[src/rtl/irom_arbiter.sv]
// Shares the single combinational instruction-ROM read port between the fetch stage (IF) and the load unit (MEM).
// Fixed MEM priority; IF is forced through after STARVE_LIMIT consecutive losses.
//
//   state  | meaning
//   -------+------------------------------------------------------------
//   IDLE   | waiting for a request; winner picked and address latched
//   ACCESS | HADDR presents the winner's address, HRDATA captured at end
//   RESP   | winner's ready pulses for this single cycle
module irom_arbiter #(
  parameter int unsigned ROM_SIZE     = 256,
  parameter logic [63:0] ROM_START    = 64'h0,
  parameter int unsigned STARVE_LIMIT = 4
) (
  input  logic        HCLK,
  input  logic        HRESET,
  input  logic        if_req,
  input  logic [63:0] if_addr,
  output logic        if_ready,
  output logic [63:0] if_rdata,
  output logic        if_err,
  input  logic        mem_req,
  input  logic [63:0] mem_addr,
  output logic        mem_ready,
  output logic [63:0] mem_rdata,
  output logic        mem_err,
  output logic [63:0] HADDR,
  output logic [63:0] HWDATA,
  input  logic [63:0] HRDATA,
  output logic        gnt_mem
);

  localparam logic [63:0] WIN_SPAN = 64'(ROM_SIZE) - 64'd4;
  localparam logic [3:0]  LIMIT    = 4'(STARVE_LIMIT);

  typedef enum logic [1:0] {
    IDLE   = 2'd0,
    ACCESS = 2'd1,
    RESP   = 2'd2
  } state_t;

  state_t      state;
  state_t      state_nxt;
  logic        grant;
  logic        win_mem;
  logic [63:0] win_addr;
  logic [63:0] win_offs;
  logic        win_ok;
  logic        err_q;
  logic [3:0]  starve_cnt;
  logic [3:0]  starve_nxt;

  assign HWDATA = 64'd0;

  assign win_addr = win_mem ? mem_addr : if_addr;
  // An address below ROM_START wraps to a huge offset, so one compare covers both bounds.
  assign win_offs = win_addr - ROM_START;
  assign win_ok   = (win_offs < WIN_SPAN);

  always_ff @(posedge HCLK or posedge HRESET) begin
    if (HRESET) begin
      state <= IDLE;
    end else begin
      state <= state_nxt;
    end
  end

  always_comb begin
    state_nxt  = state;
    grant      = 1'b0;
    win_mem    = gnt_mem;
    starve_nxt = starve_cnt;
    case (state)
      IDLE: begin
        if (if_req || mem_req) begin
          grant     = 1'b1;
          state_nxt = ACCESS;
          if (if_req && mem_req) begin
            if (starve_cnt == LIMIT) begin
              win_mem    = 1'b0;
              starve_nxt = 4'd0;
            end else begin
              win_mem = 1'b1;
              if (starve_cnt < LIMIT) begin
                starve_nxt = starve_cnt + 4'd1;
              end
            end
          end else if (mem_req) begin
            win_mem = 1'b1;
          end else begin
            win_mem    = 1'b0;
            starve_nxt = 4'd0;
          end
        end
      end
      ACCESS:  state_nxt = RESP;
      RESP:    state_nxt = IDLE;
      default: state_nxt = IDLE;
    endcase
  end

  always_ff @(posedge HCLK or posedge HRESET) begin
    if (HRESET) begin
      HADDR      <= 64'd0;
      gnt_mem    <= 1'b0;
      err_q      <= 1'b0;
      starve_cnt <= 4'd0;
      if_ready   <= 1'b0;
      if_err     <= 1'b0;
      if_rdata   <= 64'd0;
      mem_ready  <= 1'b0;
      mem_err    <= 1'b0;
      mem_rdata  <= 64'd0;
    end else begin
      if_ready  <= 1'b0;
      if_err    <= 1'b0;
      mem_ready <= 1'b0;
      mem_err   <= 1'b0;
      if (grant) begin
        gnt_mem    <= win_mem;
        err_q      <= !win_ok;
        starve_cnt <= starve_nxt;
        if (win_ok) begin
          HADDR <= win_addr;
        end
      end
      if (state == ACCESS) begin
        if (gnt_mem) begin
          mem_ready <= 1'b1;
          mem_err   <= err_q;
          mem_rdata <= err_q ? 64'd0 : HRDATA;
        end else begin
          if_ready <= 1'b1;
          if_err   <= err_q;
          if_rdata <= err_q ? 64'd0 : {32'd0, HRDATA[31:0]};
        end
      end
    end
  end

endmodule

[config.mk]
export PLATFORM = sky130hd
export DESIGN_NAME = irom_arbiter
export DESIGN_NICKNAME = d
export VERILOG_FILES = /design/src/rtl/irom_arbiter.sv
export SDC_FILE = /design/constraint.sdc
export NUM_CORES = 1
export LEC_CHECK = 0
export ABC_AREA = 1
export BUFFER_PORTS_ARGS = -buffer_cell sky130_fd_sc_hd__buf_2
export CELL_PAD_IN_SITES_DETAIL_PLACEMENT = 0
export CELL_PAD_IN_SITES_GLOBAL_PLACEMENT = 1
export CORE_ASPECT_RATIO = 0.9
export CORE_MARGIN = 10
export CORE_UTILIZATION = 29
export CTS_CLUSTER_SIZE = 30
export DETAILED_ROUTE_END_ITERATION = 12
export GPL_TIMING_DRIVEN = 1
export HOLD_SLACK_MARGIN = 0.03
export PLACE_DENSITY_LB_ADDON = 0.1
export SLEW_MARGIN = 20
export SYNTH_ARGS = -nofsm -noshare
export SYNTH_HDL_FRONTEND = slang
export SYNTH_SLANG_ARGS = --single-unit
export TNS_END_PERCENT = 10
[constraint.sdc]
create_clock -name HCLK -period 4.9 [get_ports HCLK]
set_input_delay 0.49 -clock HCLK [delete_from_list [all_inputs] [get_ports HCLK]]
set_output_delay 0.49 -clock HCLK [all_outputs]
set_load 0.01 [all_outputs]
==> flow_metrics.py <==
metrics = {
    "outcome": {
        "outcome": "finished, final reports clean",
    },
    "logic_synthesis": {
        "synth-xor-area-share": 0,
        "ys_warn_count": 0,
        "synthAdderAreaFrac": 0.002842,
        "ys_seq_area_frac": 0.4888,
        "synthMuxAreaShare": 0.04093,
        "synth_seq_cells": 172,
        "syn_avg_cell_area_um2": 7.840,
        "synth_compound_area_frac": 0.005400,
        "synthSimpleGateAreaFrac": 0.2826,
        "postSynthCellCount": 1123,
        "synthesis.area_um2": 8805,
        "synth_top_family_by_area": "simple AND/OR/NAND/NOR gates",
        "synth.distinct_cells": 28,
    },
    "route": {
        "drc": 0,
        "routedWlPerCell_um": 16.48,
        "ant_nets": 0,
        "drt_iter0_markers": 319,
        "firstDrtPassIters": 5,
        "viasPerCell": 4.051,
        "vias": 7620,
        "wirelength_um": 30990,
    },
    "clock_network": {
        "clk_pin_slew_worst_paths_ps": 80,
        "clockBufferDepth": 2,
        "cts_tree": "yes",
        "postCtsHoldBufs": 0,
        "worst_skew_pair.late_latency_ps": 440,
        "cts_made_buffers": 17,
        "cts_root_buf": "clkbuf_16",
        "htree_num_levels": 4,
        "cts_resized": 0,
        "cts_setup_buffers": 0,
        "cts.sinks": 172,
    },
    "power_and_ir_drop": {
        "internal_power_mw": 2.520,
        "switching_share": 0.3821,
        "power_frac_seq": 0.362,
        "power_frac_comb": 0.308,
        "pwr_density_cell_nw_per_um2": 363.9,
        "p_sw_mw": 1.558,
        "vdd_drop_max_mv": 0.2439,
        "p_leak_nw": 6.953,
        "clockPowerShare": 0.329,
        "fin_total_pwr_mw": 4.078,
    },
    "placed_design": {
        "port_buffers": 360,
        "dp_slack_ps": 1141,
        "place_hpwl_um": 23950,
        "post-place-cells": 1844,
        "place_congestion": 0.7695,
    },
    "setup_path": {
        "path_class": "flip-flop to flip-flop",
        "critical_path.most_common_cell": "nor2_1",
        "critPathMaxFanout": 57,
        "slowest_delay_ps": 730,
        "crit_chain": "inv_1 > ha_1 > nand3_1 > nand2_1 > nand2_2 > nand2_2 > inv_2 > o21ai_0 > nor2_1 > nand2_1 > nor2_1 > nor2_4 > nand3_4 > inv_2 > nor2_1",
        "cp.arrival_ps": 3940,
        "endpoint_kind": "flip-flop",
        "worst_setup_path_start_kind": "flip-flop",
        "crit_path_top_delay_cell": "inv_2",
        "crit_required_ps": 5180,
        "r2r_setup_slack_ps": 1240,
        "r2r_cells": 15,
    },
    "global_routing": {
        "grt_pass1_wl_um": 47040,
        "antenna_found_initial": 8,
        "overflow": 0,
        "grt_pass1_vias": 7921,
        "grt_max_degree": 173,
        "groute.usage.overall": 0.1591,
    },
    "sta": {
        "rsz0062_at_grt": "false",
        "setup_violations": 0,
        "min_period_ps": 3665,
        "finalCritPeriodShare": 0.7479,
        "slew_headroom": 0.3508,
        "worst_slack_ps": 1235,
        "drv_slew": 0,
        "clock_skew_ps": 15.53,
        "fmax_ghz": 0.2729,
        "tightest_slew_ps": 972.4,
        "final_hold_viol_count": 0,
        "fin_tns_setup_ps": 0,
    },
    "die": {
        "coreArea_um2": 29950,
        "rows": 60,
        "die_h_um": 185.3,
        "die_width_um": 203.7,
        "die-area_um2": 37740,
        "pin_count": 457,
        "start_util": 0.2939,
    },
    "cells_and_area": {
        "nets": 1659,
        "final_layout_size_suffix_gt1_frac": 0.3046,
        "finalNonFillerCells": 1881,
        "final_cell_mix": "361 x nand2_1, 360 x buf_2, 172 x dfrtp_1, 154 x inv_1, 128 x nor2_1",
        "utilization": 0.3741,
        "final_common_cell": "nand2_1",
        "area_growth_pct": 27.28,
    },
    "run": {
        "drv_cap": 0,
    },
    "min_path": {
        "hold_path_class": "primary input to flip-flop",
        "hold-path-cell-count": 3,
    },
}
power groups by stage:
stage / logic, mW / registers [mW] / clock network (mW)
2_1_floorplan: 0.962 / 1.51 / 0
3_3_place_gp: 1.29 / 1.51 / 0
3_5_place_dp: 1.28 / 1.51 / 0
4_1_cts: 1.28 / 1.48 / 1.39
5_1_grt: 1.45 / 1.48 / 1.44
6_report: 1.26 / 1.48 / 1.34
synthesized netlist by cell type:
cell      count  area share
nand2_1     361        0.15
dfrtp_1     172        0.49
inv_1       156       0.067
nor2_1      130       0.055
buf_4        99       0.084
nand3_1      73       0.041
mux2_2       32       0.041
clkbuf_1     31       0.013
nand3b_1     23       0.020
buf_6         7      0.0090
buf_2         5      0.0028
o21ai_0       5      0.0028
nand4_1       4      0.0028
buf_1         3      0.0013
inv_2         3      0.0013
nand2_2       3      0.0021
ha_1          2      0.0028
nor2_2        2      0.0014
nor3_1        2      0.0011
o21ai_1       2      0.0011
a21oi_1       1     0.00057
clkinv_1      1     0.00043
conb_1        1     0.00043
nand3_4       1      0.0020
nor2_4        1      0.0013
nor4_1        1     0.00071
o21a_1        1     0.00085
or2_2         1     0.00071
final timing paths:
check,start,to
max reg2reg,starve_cnt[0]$_DFFE_PP0P_,HADDR[17]$_DFFE_PP0P_
max,starve_cnt[0]$_DFFE_PP0P_,HADDR[17]$_DFFE_PP0P_
min,HRDATA[38],mem_rdata[38]$_DFFE_PP0P_
min in group asynchronous,HRESET,HADDR[22]$_DFFE_PP0P_
min reg2reg,mem_rdata[26]$_DFFE_PP0P_,mem_rdata[26]$_DFFE_PP0P_
max in group asynchronous,HRESET,if_rdata[30]$_DFFE_PP0P_
layer usage:
metal,part of all wire,vias to the layer above,GRT usage
li1,-,3843,-
met1,0.42,3476,0.1882
met2,0.48,269,0.2675
met3,0.084,26,0.05834
met4,0.012,6,0.03995
met5,0.0011,-,0
state kept, by name, indices dropped and copies added (netlist names):
| signal | flops |
|---|---|
| mem_rdata | 64 |
| err_q | 1 |
| if_err | 1 |
| HADDR | 64 |
| if_rdata | 32 |
| gnt_mem | 1 |
| if_ready | 1 |
| starve_cnt | 4 |
| state | 2 |
| mem_ready | 1 |
| mem_err | 1 |
logic make-up (layout without fill, tap and decap cells):
kind of cell	Yosys count	in the layout
AND/OR/NAND/NOR	602	602
AO/OA/AOI/OAI	9	9
multiplexers	32	32
other	1	100
buffers and inverters	305	561
flip-flops	172	172
adder cells (fa/ha/maj)	2	2
cell type report:
| type | instances | area, µm² |
|---|---|---|
| diodes | 4 | 10.01 |
| flip-flops and latches | 172 | 4304 |
| repair buffers | 369 | 1894 |
| inverters | 160 | 604.3 |
| fillers | 3294 | 18750 |
| multi-input cells | 741 | 3297 |
| well taps | 403 | 504.2 |
| clock buffers | 18 | 439.2 |
| clock inverters | 14 | 153.9 |
critical path: cells and delay by family, from the launching register on:
| family | cells | cell delay (ps) |
|---|---|---|
| AO/OA/AOI/OAI | 1 | 320 |
| adder cells (fa/ha/maj) | 1 | 150 |
| buffers and inverters | 3 | 1140 |
| flip-flops | 1 | 390 |
| AND/OR/NAND/NOR | 10 | 1480 |
stage by stage:
step | area, µm² | hold WS (ps)
2_1_floorplan | 9165 | 435.5
3_3_place_gp | 10580 | 448.8
3_5_place_dp | 10580 | 453.9
4_1_cts | 11180 | 258.8
5_1_grt | 11200 | 277.9
6_report | 11210 | 276.6
Note: power is estimated with default switching activity, not from simulation.
